## config.mk

```make
export PLATFORM = sky130hd
export DESIGN_NAME = tx_response_scheduler
export DESIGN_NICKNAME = d
export VERILOG_FILES = /design/src/rtl/tx_response_scheduler.sv
export SDC_FILE = /design/constraint.sdc
export NUM_CORES = 1
export LEC_CHECK = 0
export CAP_MARGIN = 20
export CORE_ASPECT_RATIO = 1.75
export CORE_MARGIN = 1.5
export CORE_UTILIZATION = 35
export CTS_BUF_LIST = sky130_fd_sc_hd__clkbuf_4 sky130_fd_sc_hd__clkbuf_8
export DETAILED_ROUTE_END_ITERATION = 8
export SETUP_SLACK_MARGIN = 0.15
export SLEW_MARGIN = 0
export SYNTH_ARGS = -nofsm -noshare
export SYNTH_HDL_FRONTEND = slang
export SYNTH_SLANG_ARGS = --single-unit
```

## constraint.sdc

```tcl
create_clock -name TXSch_CLK -period 4.3 [get_ports TXSch_CLK]
set_clock_uncertainty 0.1 [all_clocks]
set_input_delay 0.645 -clock TXSch_CLK [delete_from_list [all_inputs] [get_ports TXSch_CLK]]
set_output_delay 0.645 -clock TXSch_CLK [all_outputs]
set_load 0.01 [all_outputs]
```

## src/rtl/tx_response_scheduler.sv

```systemverilog
`default_nettype none
// ============================================================================
// Module  : tx_response_scheduler
// Brief   : Round-robin scheduler forwarding RF (1 byte) and ALU (2 byte)
//           results to a UART transmitter with busy handshake and retry.
// Revision: 1.0 - initial release
// ============================================================================
module tx_response_scheduler #(
  parameter int unsigned TIMEOUT = 8
) (
  input  logic        TXSch_CLK,
  input  logic        TXSch_RST,
  input  logic [7:0]  TXSch_RF_RdData,
  input  logic        TXSch_RF_RdValid,
  input  logic [15:0] TXSch_ALU_Out,
  input  logic        TXSch_ALU_Valid,
  input  logic        TXSch_TX_Busy,
  output logic [7:0]  TXSch_TX_Pdata,
  output logic        TXSch_TX_Data_Valid,
  output logic        TXSch_Overrun,
  output logic        TXSch_Busy
);

  localparam logic [7:0] TMO_C = 8'(TIMEOUT);

  typedef enum logic [1:0] {
    IDLE      = 2'd0,
    ISSUE     = 2'd1,
    WAIT_ACK  = 2'd2,
    WAIT_DONE = 2'd3
  } state_e;

  state_e      state_q, state_d;
  logic [7:0]  rf_data_q, rf_data_d;
  logic        rf_pend_q, rf_pend_d;
  logic [15:0] alu_data_q, alu_data_d;
  logic        alu_pend_q, alu_pend_d;
  logic        last_grant_q, last_grant_d;   // 1: ALU was granted last
  logic [15:0] txbuf_q, txbuf_d;
  logic [1:0]  bytes_q, bytes_d;
  logic [7:0]  tcnt_q, tcnt_d;
  logic [7:0]  pdata_q, pdata_d;
  logic        dv_q, dv_d;
  logic        ovr_q, ovr_d;

  logic        grant_rf, grant_alu;
  logic        ovr_rf, ovr_alu;

  always_comb begin
    state_d      = state_q;
    rf_data_d    = rf_data_q;
    rf_pend_d    = rf_pend_q;
    alu_data_d   = alu_data_q;
    alu_pend_d   = alu_pend_q;
    last_grant_d = last_grant_q;
    txbuf_d      = txbuf_q;
    bytes_d      = bytes_q;
    tcnt_d       = tcnt_q;
    pdata_d      = pdata_q;
    dv_d         = 1'b0;
    ovr_d        = 1'b0;
    grant_rf     = 1'b0;
    grant_alu    = 1'b0;
    ovr_rf       = 1'b0;
    ovr_alu      = 1'b0;

    case (state_q)
      IDLE: begin
        if (rf_pend_q && (!alu_pend_q || last_grant_q)) begin
          grant_rf     = 1'b1;
          txbuf_d      = {8'h00, rf_data_q};
          bytes_d      = 2'd1;
          last_grant_d = 1'b0;
          state_d      = ISSUE;
        end else if (alu_pend_q) begin
          grant_alu    = 1'b1;
          txbuf_d      = alu_data_q;
          bytes_d      = 2'd2;
          last_grant_d = 1'b1;
          state_d      = ISSUE;
        end
      end
      ISSUE: begin
        if (!TXSch_TX_Busy) begin
          pdata_d = txbuf_q[7:0];
          dv_d    = 1'b1;
          tcnt_d  = 8'd0;
          state_d = WAIT_ACK;
        end
      end
      WAIT_ACK: begin
        if (TXSch_TX_Busy) begin
          state_d = WAIT_DONE;
        end else begin
          tcnt_d = tcnt_q + 8'd1;
          if (tcnt_d == TMO_C) begin
            state_d = ISSUE;
          end
        end
      end
      WAIT_DONE: begin
        if (!TXSch_TX_Busy) begin
          bytes_d = bytes_q - 2'd1;
          if (bytes_q == 2'd1) begin
            state_d = IDLE;
          end else begin
            txbuf_d = {8'h00, txbuf_q[15:8]};
            state_d = ISSUE;
          end
        end
      end
      default: state_d = IDLE;
    endcase

    // A grant frees the slot on the same edge, so a coincident pulse is kept.
    rf_pend_d  = rf_pend_q & ~grant_rf;
    alu_pend_d = alu_pend_q & ~grant_alu;

    if (TXSch_RF_RdValid) begin
      if (rf_pend_d) begin
        ovr_rf = 1'b1;
      end else begin
        rf_data_d = TXSch_RF_RdData;
        rf_pend_d = 1'b1;
      end
    end

    if (TXSch_ALU_Valid) begin
      if (alu_pend_d) begin
        ovr_alu = 1'b1;
      end else begin
        alu_data_d = TXSch_ALU_Out;
        alu_pend_d = 1'b1;
      end
    end

    ovr_d = ovr_rf | ovr_alu;
  end

  always_ff @(posedge TXSch_CLK) begin
    if (TXSch_RST) begin
      state_q      <= IDLE;
      rf_data_q    <= 8'h00;
      rf_pend_q    <= 1'b0;
      alu_data_q   <= 16'h0000;
      alu_pend_q   <= 1'b0;
      last_grant_q <= 1'b1;
      txbuf_q      <= 16'h0000;
      bytes_q      <= 2'd0;
      tcnt_q       <= 8'd0;
      pdata_q      <= 8'h00;
      dv_q         <= 1'b0;
      ovr_q        <= 1'b0;
    end else begin
      state_q      <= state_d;
      rf_data_q    <= rf_data_d;
      rf_pend_q    <= rf_pend_d;
      alu_data_q   <= alu_data_d;
      alu_pend_q   <= alu_pend_d;
      last_grant_q <= last_grant_d;
      txbuf_q      <= txbuf_d;
      bytes_q      <= bytes_d;
      tcnt_q       <= tcnt_d;
      pdata_q      <= pdata_d;
      dv_q         <= dv_d;
      ovr_q        <= ovr_d;
    end
  end

  assign TXSch_TX_Pdata      = pdata_q;
  assign TXSch_TX_Data_Valid = dv_q;
  assign TXSch_Overrun       = ovr_q;
  assign TXSch_Busy          = rf_pend_q | alu_pend_q | (state_q != IDLE);

endmodule
`default_nettype wire
```

[Word-level counts from Yosys, hierarchy flattened]
Cells that the tools add are included.
Storage, ports and cells
  logic and storage cells: 87
  input bits: 29
  register bits: 65
Operators by class
  equal/unequal tests: 11
  bitwise operators: 11
  $add $sub $neg: 2
  mux-type cells: 34
  reduce and logical (&&, ||, !) cells: 17
Operators by type and width (number)
  $mux W16: 4
  $pmux W16 S2: 1
  $mux W2: 9
  $mux W8: 2
  $pmux W8 S2: 1
  $mux W1: 15
  $add A8 B1 Y8 const B: 1
  $eq A8 B4 Y1 const B: 1
  $ne A2 B2 Y1 const B: 4
  $pmux W2 S4: 1
  $reduce_and A2 Y1: 4
  $reduce_and A4 Y1: 2
  $reduce_bool A2 Y1: 4
  $ne A3 B3 Y1 const B: 2
  $not A1 Y1: 6
  $reduce_and A3 Y1: 2
  $eq A2 B1 Y1 const B: 2
  $eq A2 B2 Y1 const B: 2
  $pmux W2 S2: 1
  $or A1 B1 Y1: 3
  $and A1 B1 Y1: 2
  $logic_not A2 Y1: 1
  $reduce_or A2 Y1: 1
  $sub A2 B1 Y2 const B: 1
  other kinds (3): 3

[Longest topological paths before layout]
Gate-level depths: netlist (run 1).
  depth in word-level cells: 10
  gate-level depth with buffers: 7
  depth with buffers taken out: 7

[Least setup slack after synthesis (run 1)]
Ideal clock, no wire load.
  kind: register -> output
  from: register state_q[1]
  to: output TXSch_Busy
  cell stages (with the launch flop): 4
  path buffers: 2
  path slack: 2399 ps
  arrival time: 1156 ps
  path through: dfxtp_1 clkbuf_1 clkbuf_1 or3_1
Between the ends
  word-level cells in the longest chain between the ends: 2
Ends and longest elaborated chain
  start: declaration: RTL line 33  | state_e state_q, state_d;
  start signal: assignment: RTL line 155  | state_q <= state_d;
  $reduce_bool A2 Y1: RTL line 173  | assign TXSch_Busy = rf_pend_q | alu_pend_q | (state_q != IDLE);
  $or A1 B1 Y1: RTL line 173
  end: declaration: RTL line 21  | output logic TXSch_Busy
Every way passes these cells.

[Worst setup path in the final report (run 1)]
  from: register rf_pend_q
  to: output TXSch_Busy
Between the ends
  word-level cells in the longest chain between the ends: 2
Ends and longest elaborated chain
  start: declaration: RTL line 35  | logic rf_pend_q, rf_pend_d;
  start signal: assignment: RTL line 157  | rf_pend_q <= rf_pend_d;
  $or A1 B1 Y1 (2 in a row): RTL line 173
Every way passes these cells.

==> out/metrics.csv, run 1 <==
stage,metric,value,unit
setup_path,r2r-end,alu_data_q[12],
clocking,clockBufferDepth,2,
clocking,htree_num_levels,3,
drt,viasPerCell,5.17,
synthesis,synth_area,2880,sq um
synthesis,synthXorXnorAreaFrac,0.00912,
synthesis,ys_seq_elements,65,
setup_path,crit_arrival,1850,ps
synthesis,synthCells,332,
floorplanning,fp.dieArea,8810,sq um
setup_path,worstSetupPathType,flip-flop to primary output,
clocking,clkSinkCount,65,
finish,drive_gt1_frac,0.0838,
setup_path,cp.required,3560,ps
synthesis,synth-edff-count,0,
placement,place_congestion,0.798,
sta,max_slew_margin,0.343,
drt,dr.first_iter.drc_count,90,
grt,track_usage,0.158,
setup_path,cp-startpoint,rf_pend_q,
pwr,pwr-share-comb,0.165,
worst_hold_path,hold_path_class,flip-flop to flip-flop,
finish,area_delta_synth_final,21.3,%
setup_path,rrSetupSlack,2220,ps
clocking,clkLatencyLatePin,340,ps
synthesis,synth_top_family_by_area,simple AND/OR/NAND/NOR gates,
synthesis,ys_warn_count,0,
synthesis,synth-async-reset-ratio,0,
synthesis,synth_largest_area_cell,dfxtp_1,
synthesis,synth_seq_area_share,0.452,
clocking,cts_tree,yes,
pwr,seqPwrFrac,0.487,
setup_path,cp-endpoint,TXSch_Busy,
clocking,cts_setup_buffers,0,
grt,grt_pass1_vias,2245,
grt,grt-ovfl-total,0,
grt,antenna_found_initial,0,
synthesis,yosys.area_share.adder,0.0130,
placement,portBuffers,39,
drt,vias,2378,
floorplanning,ios,40,
drt,drtPass1Iterations,6,
pwr,power_density,387,nW/um^2
synthesis,synth-compound-area-share,0.168,
sta,rsz0062_at_grt,false,
clocking,cts.reportedPaths.clkPinSlew,70,ps
pwr,p_sw_frac,0.270,
flow_run,cap_viol_max_count,0,
sta,drv_slew,0,
finish,diodes,0,
pwr,leakage,0.00138,uW
sta,setup_viol,0,
setup_path,worstReg2RegStart,rf_pend_q,
grt,grt_max_degree,44,
setup_path,cpPeakStageDelay,490,ps
synthesis,synth_common_cells,"dfxtp_1 (65), nor2_1 (57), nand2_1 (38)",
finish,fin_util,0.439,
clocking,cts_root_buffer,clkbuf_8,
floorplanning,num_rows,43,
synthesis,yosysMostFrequentCell,dfxtp_1,
synthesis,synth-simple-area-share,0.200,
drt,wl,6380,um
pwr,ir_worst_vdd,0.247,mV
status,violations,design-rule violations,
synthesis,synth_top_area_frac,0.452,
setup_path,ff2ff_path_depth,5,
clocking,hold_buffers,0,
setup_path,crit_fanout,6,
synthesis,syn_avg_cell_area,8.68,sq um
setup_path,cp-end-kind,primary output,
synthesis,ys_types,44,
synthesis,synthFlopType,dfxtp_1,
grt,grt_pass1_wl,10600,um
setup_path,start_kind,flip-flop,
clocking,cts-buffers-inserted,9,
sta,post-route-period-util,0.604,
synthesis,syn-num-nets,364,
synthesis,synth_area_leaders,"dfxtp_1 (45%), mux2i_1 (11%), nor2_1 (7.4%), nand2_1 (5.0%), a21oi_1 (3.6%)",
floorplanning,core-area,7960,sq um
floorplanning,die_w,71.6,um
sta,tightestPinTransition,986,ps
drt,ant_nets,0,
sta,setup_tns,0,ps
pwr,intPower,989,uW
sta,min_period,2600,ps
placement,dpl.hpwl,4590,um
synthesis,muxShareOfSynthArea,0.115,
drt,drt-wirelength-per-cell,13.9,um
finish,finalNetCount,397,
sta,clock.fmax,385,MHz
setup_path,cp_slowest_cell,clkdlybuf4s50_1,
setup_path,worstPathCellList,"or2_2, or3_1, clkdlybuf4s50_1",
floorplanning,initial_core_util,0.362,
pwr,power_switching,365,uW
sta,hold_violations,0,
floorplanning,die-height,123,um
pwr,p_clk_frac,0.349,
drt,drc,2,
clocking,cts.repair.resized,0,
status,outcome,finished with violations,
[worst max-delay path, delay by kind of cell, from the launching register on]
kind,cells,cell delay (ps)
simple gates,2,680
buf+inv,1,490
flops,1,350
[power by group through the flow]
| stage | Sequential (uW) | Clock, uW | Combinational, uW |
|---|---|---|---|
| 5_1_grt | 663 | 512 | 247 |
| 2_1_floorplan | 669 | 0 | 154 |
| 4_1_cts | 660 | 487 | 224 |
| 6_report | 659 | 472 | 223 |
| 3_5_place_dp | 673 | 0 | 224 |
| 3_3_place_gp | 672 | 0 | 220 |
[logic make-up after synthesis]
kind of cell    Yosys count
flops                    65
simple gates            130
mux                      33
compound gates           70
xor+xnor                  3
buf+inv                  28
fa+ha+maj                 3
[through the flow]
step                      hold WS, ps  power (uW)  area [sq um]  std cells  setup WS (ps)
after floorplan                   332         823          2880        332           2400
after global placement            339         892          3310        444           1470
after detailed placement          346         897          3310        444           1430
after CTS                         355        1370          3490        460           1690
after global routing              392        1420          3490        460           1630
final                             354        1350          3490        460           1700
[final cells by class]
cell class / count / area [sq um]
Clock buffer: 13 / 166
Clock inverter: 3 / 15.0
Fill cell: 821 / 4470
Inverter: 6 / 22.5
Multi-Input combinational cell: 239 / 1450
Sequential cell: 65 / 1300
Tap cell: 90 / 113
Timing Repair Buffer: 44 / 423
[sequential cells by signal, summed over array words and instances, names as in the netlist]
register,flops
TXSch_TX_Data_Valid,1
alu_data_q,16
state_q,2
TXSch_Overrun,1
rf_data_q,8
tcnt_q,8
rf_pend_q,1
TXSch_TX_Pdata,8
txbuf_q,16
alu_pend_q,1
bytes_q,2
last_grant_q,1
[cell usage in the layout (no fill, tap or decap), drive strengths merged, types with 3 or more instances in the layout]
master,n
clkinv,3
or2,5
nor2b,5
a211oi,3
a311o,8
clkbuf,13
o21a,3
a22oi,11
mux2i,33
nand2,38
buf,6
nor3,5
clkdlybuf4s50,38
nand2b,5
inv,6
o21ai,11
ha,3
a21oi,21
nor2,58
dfxtp,65
o21bai,4
[metal layers]
layer | wire, um | global-route usage | share of wire
met5 | 0 | 0 | 0
met4 | 135 | 0.0708 | 0.021
met1 | 2720 | 0.175 | 0.43
met3 | 189 | 0.0456 | 0.030
met2 | 3330 | 0.277 | 0.52
[worst min path at each step]
stage	start	end	slack (ps)	cells past startpoint
2_1_floorplan	txbuf_q[0]	txbuf_q[0]	330	2
3_3_place_gp	bytes_q[1]	bytes_q[1]	340	2
3_5_place_dp	bytes_q[1]	bytes_q[1]	350	2
4_1_cts	bytes_q[1]	bytes_q[1]	360	2
5_1_grt	txbuf_q[2]	txbuf_q[2]	390	2
6_report	bytes_q[1]	bytes_q[1]	350	2
No activity file was read; power rests on OpenSTA's default activity.
==> run 2: changes to the inputs <==
==> constraint.sdc (replaced) <==
create_clock -name TXSch_CLK -period 2.2 [get_ports TXSch_CLK]
set_clock_uncertainty 0.1 [all_clocks]
set_input_delay 0.33 -clock TXSch_CLK [delete_from_list [all_inputs] [get_ports TXSch_CLK]]
set_output_delay 0.33 -clock TXSch_CLK [all_outputs]
set_load 0.01 [all_outputs]
==> run 2 against run 1 <==
  * The flow still finishes with violations (design-rule violations)
  * Non-clock buffer count increased by 9
  * Clock power grew 130%
  * Die area did not move
  * Flip-flop and latch count unchanged
  * Critical endpoint unchanged
  * Highest routed layer unchanged
==> out/metrics.csv, run 2 (synthesis results as in run 1) <==
stage,metric,value,unit,change
status,outcome,finished with violations,,
status,violations,design-rule violations,,
clocking,htree_num_levels,3,,unchanged
floorplanning,die_w,71.6,um,unchanged
grt,grt_max_degree,28,,-36%
sta,min_period,1960,ps,
pwr,total_power,2830,uW,+110%
floorplanning,fp.dieArea,8810,sq um,unchanged
floorplanning,ios,40,,unchanged
finish,diodes,0,,unchanged
finish,layout_common_cells,"dfxtp_1 (64), nor2_1 (57), nand2_1 (38), clkdlybuf4s50_1 (37), mux2i_1 (33)",,
pwr,power_density,783,nW/um^2,+100%
grt,grt_pass1_wl,11000,um,+4.0%
setup_path,cp-end-kind,primary output,,
placement,dpl.hpwl,4940,um,+7.6%
finish,layout_commonest_cell,dfxtp_1,,
finish,fill_cells,804,,-2.1%
grt,grt_pass1_vias,2298,,+2.4%
pwr,leakage,0.00144,uW,+4.6%
grt,grt-ovfl-total,0,,unchanged
setup_path,crit_arrival,1530,ps,-320 ps
sta,tightestPinTransition,472,ps,-514 ps
clocking,clockBufferDepth,2,,unchanged
finish,area_delta_synth_final,25.4,%,
setup_path,cp-startpoint,rf_pend_q,,
drt,drtPass1Iterations,6,,unchanged
finish,largestRegisters,"alu_data_q (16), txbuf_q (16)",,
grt,track_usage,0.166,,+0.00840
setup_path,start_kind,flip-flop,,
sta,fin_ws,237,ps,-1460 ps
setup_path,cp_slowest_cell,dfxtp_2,,
flow_run,cap_viol_max_count,0,,unchanged
clocking,cts_root_buffer,clkbuf_8,,
sta,hold_violations,0,,unchanged
sta,setup_viol,0,,unchanged
pwr,p_clk_frac,0.379,,+0.030
sta,rsz0062_at_grt,false,,
setup_path,crit_fanout,6,,unchanged
clocking,cts_setup_buffers,0,,unchanged
drt,drt-wirelength-per-cell,14.3,um,+2.8%
clocking,cts.reportedPaths.clkPinSlew,70,ps,about the same
finish,fin_util,0.454,,+0.0149
clocking,hold_buffers,0,,unchanged
drt,ant_nets,0,,unchanged
floorplanning,initial_core_util,0.362,,unchanged
placement,dp_slack,244,ps,-1190 ps
floorplanning,core-area,7960,sq um,unchanged
clocking,cts-buffers-inserted,9,,unchanged
setup_path,worstPathCellList,"or2_4, or3_1, dlygate4sd2_1",,
floorplanning,num_rows,43,,unchanged
sta,max_slew_margin,0.685,,+0.342
sta,hold_ws,293,ps,-60.4 ps
drt,wl,6690,um,+4.8%
drt,drc,2,,unchanged
sta,drv_slew,0,,unchanged
setup_path,cpPeakStageDelay,350,ps,-140 ps
sta,clock.fmax,510,MHz,
setup_path,ff2ff_path_depth,6,,+1
clocking,clkLatencyLatePin,350,ps,about the same
drt,viasPerCell,5.19,,+0.39%
setup_path,cp-endpoint,TXSch_Busy,,
worst_hold_path,hold_path_class,input port to flip-flop,,
setup_path,rrSetupSlack,320,ps,-1900 ps
floorplanning,die-height,123,um,unchanged
finish,drive_gt1_frac,0.111,,+0.0270
drt,vias,2434,,+2.4%
placement,portBuffers,39,,unchanged
setup_path,r2r-end,alu_data_q[1],,
pwr,pwr-share-comb,0.161,,-0.004
sta,setup_tns,0,ps,unchanged
clocking,clkSinkCount,65,,unchanged
drt,dr.first_iter.drc_count,127,,+41%
pwr,intPower,2110,uW,+110%
setup_path,cp.required,1770,ps,-1790 ps
pwr,power_switching,719,uW,+97%
pwr,ir_worst_vdd,0.471,mV,+90%
grt,antenna_found_initial,0,,unchanged
setup_path,worstReg2RegStart,state_q[0],,
pwr,p_sw_frac,0.254,,-0.0153
sta,post-route-period-util,0.892,,
clocking,cts_tree,yes,,
pwr,seqPwrFrac,0.461,,-0.026
finish,finalNetCount,406,,+2.3%
setup_path,worstSetupPathType,flip-flop to primary output,,
placement,place_congestion,0.826,,+3.5%
run 2: cell count changes in the layout (fill, tap and decap cells not counted), sizes merged:
cell,previous run,this run
clkdlybuf4s50,38,37
clkbuf,13,14
buf,6,15
clkinv,3,1
dlygate4sd2,0,1
bufinv,0,1
run 2: how the worst min path moves through the flow:
| stage | start | slack [ps] | cells past startpoint | endpoint |
|---|---|---|---|---|
| after floorplan | txbuf_q[0] | 330 | 2 | txbuf_q[0] |
| after global placement | bytes_q[1] | 340 | 2 | bytes_q[1] |
| after detailed placement | txbuf_q[2] | 350 | 2 | txbuf_q[2] |
| after CTS | TXSch_RST | 280 | 2 | txbuf_q[11] |
| after global routing | TXSch_RST | 300 | 2 | txbuf_q[11] |
| final | TXSch_RST | 290 | 2 | txbuf_q[11] |
run 2: per-stage QoR:
stage	cell area, sq um	std cells
6_report	3610	469
5_1_grt	3610	469
4_1_cts	3610	469
3_5_place_dp	3390	453
3_3_place_gp	3390	453
2_1_floorplan	2880	332
run 2: critical path: cells and delay by family, from the launching register on:
kind / cells / cell delay, ps
flip-flops: 1 / 350
AND/OR/NAND/NOR: 2 / 560
buffers and inverters: 1 / 290
run 2: cell type report:
class / count / area, sq um / area share
multi-input cells: 239 / 1460 / 0.404
flip-flops and latches: 65 / 1300 / 0.360
repair buffers: 53 / 502 / 0.139
clock buffers: 14 / 180 / 0.0499
well taps: 90 / 113 / 0.0312
clock inverters: 2 / 35.0 / 0.00970
inverters: 6 / 22.5 / 0.00623
run 2: routing by layer:
| layer | share of wire | vias to the layer above | track usage |
|---|---|---|---|
| li1 | - | 1234 | - |
| met1 | 0.40 | 1138 | 0.175 |
| met2 | 0.53 | 48 | 0.291 |
| met3 | 0.033 | 14 | 0.0456 |
| met4 | 0.035 | 0 | 0.101 |
| met5 | 0 | - | 0 |
run 2: repair_timing:
item,in CTS,in global routing
endpoints found under the setup margin,1,9
resized for setup,2,3
endpoints found under the hold margin,0,0
cloned,0,0
run 2: power by group through the flow:
stage / sequential (uW) / combinational, uW / clock (uW)
after floorplan: 1310 / 301 / 0
after global placement: 1330 / 452 / 0
after detailed placement: 1330 / 458 / 0
after CTS: 1300 / 458 / 1110
after global routing: 1310 / 503 / 1150
final: 1300 / 455 / 1070
==> run 3: changes to the inputs <==
--- a/config.mk
+++ b/config.mk
@@ -11,8 +11,6 @@
 export CORE_UTILIZATION = 35
 export CTS_BUF_LIST = sky130_fd_sc_hd__clkbuf_4 sky130_fd_sc_hd__clkbuf_8
 export DETAILED_ROUTE_END_ITERATION = 8
-export SETUP_SLACK_MARGIN = 0.15
-export SLEW_MARGIN = 0
 export SYNTH_ARGS = -nofsm -noshare
 export SYNTH_HDL_FRONTEND = slang
 export SYNTH_SLANG_ARGS = --single-unit
==> run 3 against run 2 <==
  * The flow still finishes with violations (design-rule violations)
  * Design area fell by 0.17%
  * Via count rose by 0.33%
  * Register-to-register slack got worse by 90 ps
  * Flip-flop and latch count did not move
  * Critical endpoint unchanged
  * Largest cell class unchanged
==> out/metrics.csv, run 3 (synthesis results as in run 1) <==
stage,metric,value,unit,change
placement,portBuffers,39,,unchanged
sta,post-route-period-util,0.936,,+0.0440
placement,dpl.hpwl,4940,um,unchanged
placement,place_congestion,0.826,,unchanged
clocking,cts_tree,yes,,
drt,ant_nets,0,,unchanged
grt,grt_pass1_vias,2293,,-0.22%
floorplanning,core-area,7960,sq um,unchanged
sta,hold_ws,291,ps,-2.01 ps
finish,drive_gt1_frac,0.106,,-0.00528
status,outcome,finished with violations,,
drt,vias,2442,,+0.33%
pwr,power_density,784,nW/um^2,+0.13%
worst_hold_path,min_path_cells,2,,unchanged
finish,area_delta_synth_final,25.2,%,
pwr,ir_worst_vdd,0.471,mV,about the same
clocking,htree_num_levels,3,,unchanged
placement,dp_cells,453,,unchanged
drt,viasPerCell,5.21,,+0.33%
drt,drtPass1Iterations,8,,+2
pwr,seqPwrFrac,0.460,,about the same
finish,layout_common_cells,"dfxtp_1 (65), nor2_1 (57), nand2_1 (38), clkdlybuf4s50_1 (37), mux2i_1 (33)",,
status,violations,design-rule violations,,
clocking,cts-buffers-inserted,9,,unchanged
floorplanning,die_w,71.6,um,unchanged
worst_hold_path,min_to,txbuf_q[11],,
setup_path,start_kind,flip-flop,,
grt,grt_max_degree,28,,unchanged
pwr,intPower,2110,uW,about the same
sta,clock.fmax,486,MHz,-4.7%
sta,hold_violations,0,,unchanged
pwr,power_switching,720,uW,+0.13%
setup_path,worstReg2RegStart,state_q[0],,
placement,placed_cell_area,3390,sq um,unchanged
floorplanning,fp.dieArea,8810,sq um,unchanged
setup_path,rrSetupSlack,230,ps,-90 ps
sta,setup_viol,0,,unchanged
clocking,cts.reportedPaths.clkPinSlew,70,ps,about the same
grt,grt-ovfl-total,0,,unchanged
drt,wl,6690,um,about the same
flow_run,cap_viol_max_count,0,,unchanged
floorplanning,ios,40,,unchanged
sta,setup_tns,0,ps,unchanged
pwr,p_sw_frac,0.255,,+0.000423
clocking,clockBufferDepth,2,,unchanged
setup_path,cp-end-kind,primary output,,
pwr,pwr-share-comb,0.161,,about the same
setup_path,cp.required,1770,ps,about the same
finish,largestRegisters,"alu_data_q (16), txbuf_q (16)",,
pwr,p_clk_frac,0.379,,about the same
clocking,clkLatencyLatePin,350,ps,about the same
drt,dr.first_iter.drc_count,137,,+7.9%
finish,finalNetCount,406,,unchanged
clocking,hold_buffers,0,,unchanged
finish,instances_no_fill,469,,unchanged
pwr,leakage,0.00144,uW,about the same
finish,multiInputGateArea,1450,sq um,-0.34%
setup_path,worstSetupPathType,flip-flop to primary output,,
sta,drv_slew,0,,unchanged
floorplanning,num_rows,43,,unchanged
drt,drt-wirelength-per-cell,14.3,um,about the same
grt,antenna_found_initial,0,,unchanged
finish,seq_area,1300,sq um,about the same
grt,track_usage,0.166,,-0.000169
floorplanning,die-height,123,um,unchanged
grt,grt_pass1_wl,11000,um,-0.12%
sta,min_period,2060,ps,+96.8 ps
setup_path,crit_fanout,6,,unchanged
finish,fin_area,3610,sq um,-0.17%
finish,layout_commonest_cell,dfxtp_1,,
sta,tightestPinTransition,525,ps,+53.3 ps
setup_path,crit_arrival,1630,ps,+100 ps
worst_hold_path,hp-start,TXSch_RST,,
worst_hold_path,hold_path_class,input port to flip-flop,,
floorplanning,initial_core_util,0.362,,unchanged
drt,drc,1,,-1
setup_path,ff2ff_path_depth,5,,-1
sta,max_slew_margin,0.646,,-0.0395
clocking,clkSinkCount,65,,unchanged
finish,fill_cells,803,,-0.12%
clocking,cts_root_buffer,clkbuf_8,,
setup_path,r2r-end,rf_data_q[0],,
finish,diodes,0,,unchanged
sta,rsz0062_at_grt,false,,
run 3: cell counts in the layout (fill, tap and decap cells not counted):
Identical to the previous run, type by type.
run 3: what timing repair did:
action	in CTS	in global routing
hold endpoints to repair	0	0
buffers inserted	0	0
gates resized for setup	1	0
endpoints found under the setup margin	1	0
run 3: cell type report:
class	instances	share of cell area
timing repair buffer	53	0.139
inverter	6	0.00624
clock inverter	2	0.00971
clock buffer	14	0.0499
multi-input combinational	239	0.403
sequential	65	0.361
tap	90	0.0312
run 3: metal layers:
layer  GRT usage  vias up  wire [um]
li1            -     1236          -
met5           0        -          0
met2       0.290       47       3570
met3      0.0456       14        212
met4       0.101        0        235
met1       0.175     1145       2680
run 3: per-stage QoR:
step                      total power [uW]  setup WS [ps]  utilization
final                                 2830            141        0.453
after floorplan                       1610            495            -
after detailed placement              1790            244        0.426
after global routing                  2960           55.3        0.453
after CTS                             2870            117        0.453
after global placement                1780            254        0.426
run 3: worst max-delay path by stage:
| stage | from | endpoint | slack [ps] | cells after the start |
|---|---|---|---|---|
| final | rf_pend_q | TXSch_Busy | 140 | 3 |
| after global routing | rf_pend_q | TXSch_Busy | 60 | 3 |
| after CTS | rf_pend_q | TXSch_Busy | 120 | 3 |
| after detailed placement | TXSch_TX_Busy | txbuf_q[12] | 240 | 7 |
| after global placement | TXSch_TX_Busy | txbuf_q[9] | 250 | 7 |
| after floorplan | tcnt_q[0] | state_q[0] | 500 | 6 |
run 3: critical path: stages, from the launching register on:
cell and delay (ps):
dfxtp_1 350, or2_2 340, or3_1 310, dlygate4sd2_1 290
run 3: power by group through the flow:
stage	Sequential (uW)	Combinational [uW]	Clock, uW
floorplan	1310	301	0
CTS	1300	457	1110
global placement	1330	452	0
finish	1300	454	1070
detailed placement	1330	458	0
global route	1310	501	1150
==> RTL change, RTL diff (settings of run 2) <==
Register the inputs `TXSch_RF_RdData`, `TXSch_RF_RdValid`, `TXSch_ALU_Out`, `TXSch_ALU_Valid` and `TXSch_TX_Busy` before use, without a reset. The logic sees them one clock later.
--- a/src/rtl/tx_response_scheduler.sv
+++ b/src/rtl/tx_response_scheduler.sv
@@ -29,6 +29,20 @@
     WAIT_ACK  = 2'd2,
     WAIT_DONE = 2'd3
   } state_e;
+
+  logic [7:0] TXSch_RF_RdData_q;
+  logic TXSch_RF_RdValid_q;
+  logic [15:0] TXSch_ALU_Out_q;
+  logic TXSch_ALU_Valid_q;
+  logic TXSch_TX_Busy_q;
+
+  always_ff @(posedge TXSch_CLK) begin
+    TXSch_RF_RdData_q  <= TXSch_RF_RdData;
+    TXSch_RF_RdValid_q <= TXSch_RF_RdValid;
+    TXSch_ALU_Out_q    <= TXSch_ALU_Out;
+    TXSch_ALU_Valid_q  <= TXSch_ALU_Valid;
+    TXSch_TX_Busy_q    <= TXSch_TX_Busy;
+  end
 
   state_e      state_q, state_d;
   logic [7:0]  rf_data_q, rf_data_d;
@@ -81,7 +95,7 @@
         end
       end
       ISSUE: begin
-        if (!TXSch_TX_Busy) begin
+        if (!TXSch_TX_Busy_q) begin
           pdata_d = txbuf_q[7:0];
           dv_d    = 1'b1;
           tcnt_d  = 8'd0;
@@ -89,7 +103,7 @@
         end
       end
       WAIT_ACK: begin
-        if (TXSch_TX_Busy) begin
+        if (TXSch_TX_Busy_q) begin
           state_d = WAIT_DONE;
         end else begin
           tcnt_d = tcnt_q + 8'd1;
@@ -99,7 +113,7 @@
         end
       end
       WAIT_DONE: begin
-        if (!TXSch_TX_Busy) begin
+        if (!TXSch_TX_Busy_q) begin
           bytes_d = bytes_q - 2'd1;
           if (bytes_q == 2'd1) begin
             state_d = IDLE;
@@ -116,20 +130,20 @@
     rf_pend_d  = rf_pend_q & ~grant_rf;
     alu_pend_d = alu_pend_q & ~grant_alu;
 
-    if (TXSch_RF_RdValid) begin
+    if (TXSch_RF_RdValid_q) begin
       if (rf_pend_d) begin
         ovr_rf = 1'b1;
       end else begin
-        rf_data_d = TXSch_RF_RdData;
+        rf_data_d = TXSch_RF_RdData_q;
         rf_pend_d = 1'b1;
       end
     end
 
-    if (TXSch_ALU_Valid) begin
+    if (TXSch_ALU_Valid_q) begin
       if (alu_pend_d) begin
         ovr_alu = 1'b1;
       end else begin
-        alu_data_d = TXSch_ALU_Out;
+        alu_data_d = TXSch_ALU_Out_q;
         alu_pend_d = 1'b1;
       end
     end
Formal check against the unedited RTL: not equivalent (Yosys sat finds a counterexample within 4 cycles, from zero or initial values and one cycle with TXSch_RST high).
==> RTL change against run 2 <==
- clock power up 21%
- synthesized area up 24%
- worst setup slack better by 0.0086 ns
- cell area up 20%
- count of clock-buffer cells in the layout down 1
- routed wire length up 15%
- fmax up 0.44%
- sequential cell count up 27
- power up 34%
==> RTL change: results (changes against run 2) <==
| Metric | Value |
|---|---|
| Status | `complete, no violations` |
| Largest net degree at the start of global routing | `29 (+3.6%)` |
| DP HPWL | `5580 µm (+13%)` |
| DP Worst Slack | `0.299 ns (+0.0558 ns)` |
| Vias in the first global route | `2,731 (+19%)` |
| Final RePlAce weighted congestion | `0.891 (+7.9%)` |
| Worst skew pair latency | `0.37 ns (+0.02 ns)` |
| First-pass GRT wire length | `12,800 µm (+16%)` |
| Period utilization | `0.888 (-0.00389)` |
| Worst Tran Pin Value | `0.538 ns (+0.0665 ns)` |
| Post-synthesis xor/xnor area fraction | `0.00245 (-0.00667)` |
| Total track usage | `0.154 (-0.0127)` |
| First drt pass iteration count | `4 (-2)` |
| Compound-Gate Fraction of Synth Area | `0.186 (+0.0178)` |
| Vias per cell | `5.09 (-1.9%)` |
| Net Count, Synth | `407 (+12%)` |
| Synth cell types | `51 (+16%)` |
| Sw frac | `0.265 (+0.0111)` |
| Reg2Reg Setup Slack | `0.39 ns (+0.07 ns)` |
| Max FO, Critical Path | `16 (+10)` |
| Synth area leaders | `dfxtp_1, mux2i_1, nor2_1, a21oi_1, o32ai_2` |
| Share of layout cells above drive strength 1 | `0.111 (-0.000241)` |
| WL final | `7700 µm (+15%)` |
| CP max stage cell | `clkdlybuf4s50_1` |
| Clock Pin Slew Worst Setup and Hold Paths | `0.09 ns (+0.02 ns)` |
| Nets | `443 (+9.1%)` |
| P_clk | `1290 µW (+21%)` |
| Post-synthesis mux area share | `0.0700 (-0.0446)` |
| Worst path top cell family by delay | `buffers and inverters` |
| CTS resizes | `6 (+4)` |
| Synth cell count leaders | `dfxtp_1, nor2_1, a21oi_1` |
| Fillers | `973 (+21%)` |
## RTL change: final timing paths
kind,from,end,cells after the start
hold reg to reg,TXSch_RF_RdData_q[6]$_DFF_P_,rf_data_q[6]$_SDFFE_PP0P_,2
hold / removal,TXSch_RST,tcnt_q[1]$_SDFFE_PP0P_,2
setup / recovery,rf_pend_q$_SDFF_PP0_,TXSch_Busy,3
setup reg to reg,tcnt_q[1]$_SDFFE_PP0P_,state_q[1]$_SDFFE_PP0P_,5
## RTL change: stage by stage
step | hold slack (ns) | utilization | instance area [µm²] | instances | power, µW
after CTS | 0.236 | 0.436 | 4320 | 541 | 3850
after global placement | 0.336 | 0.411 | 4070 | 525 | 2530
final | 0.247 | 0.437 | 4330 | 541 | 3800
after floorplan | 0.258 | - | 3570 | 375 | 2350
after global routing | 0.244 | 0.437 | 4330 | 541 | 3980
after detailed placement | 0.342 | 0.411 | 4070 | 525 | 2540
## RTL change: logic make-up (layout without fill, tap and decap cells)
logic type,Yosys count,after routing
adder cells (fa/ha/maj),3,3
XOR/XNOR,1,1
flip-flops,92,92
AO/OA/AOI/OAI,93,93
buffers and inverters,34,75
AND/OR/NAND/NOR,127,127
multiplexers,25,25
## RTL change: area by class of cell
type                       instances  area [µm²]  share of cell area
tap                              125         156              0.0361
clock buffer                      13         166              0.0384
multi-input combinational        249        1590               0.367
timing repair buffer              49         460               0.106
clock inverter                     3        68.8              0.0159
inverter                          10        37.5             0.00867
sequential                        92        1850               0.428
## RTL change: routing by layer
metal | up-vias | track usage | part of all wire
met5 | - | 0 | 0
met4 | 0 | 0.101 | 0.028
met2 | 63 | 0.279 | 0.55
met3 | 19 | 0.0273 | 0.036
li1 | 1407 | - | -
met1 | 1266 | 0.158 | 0.39
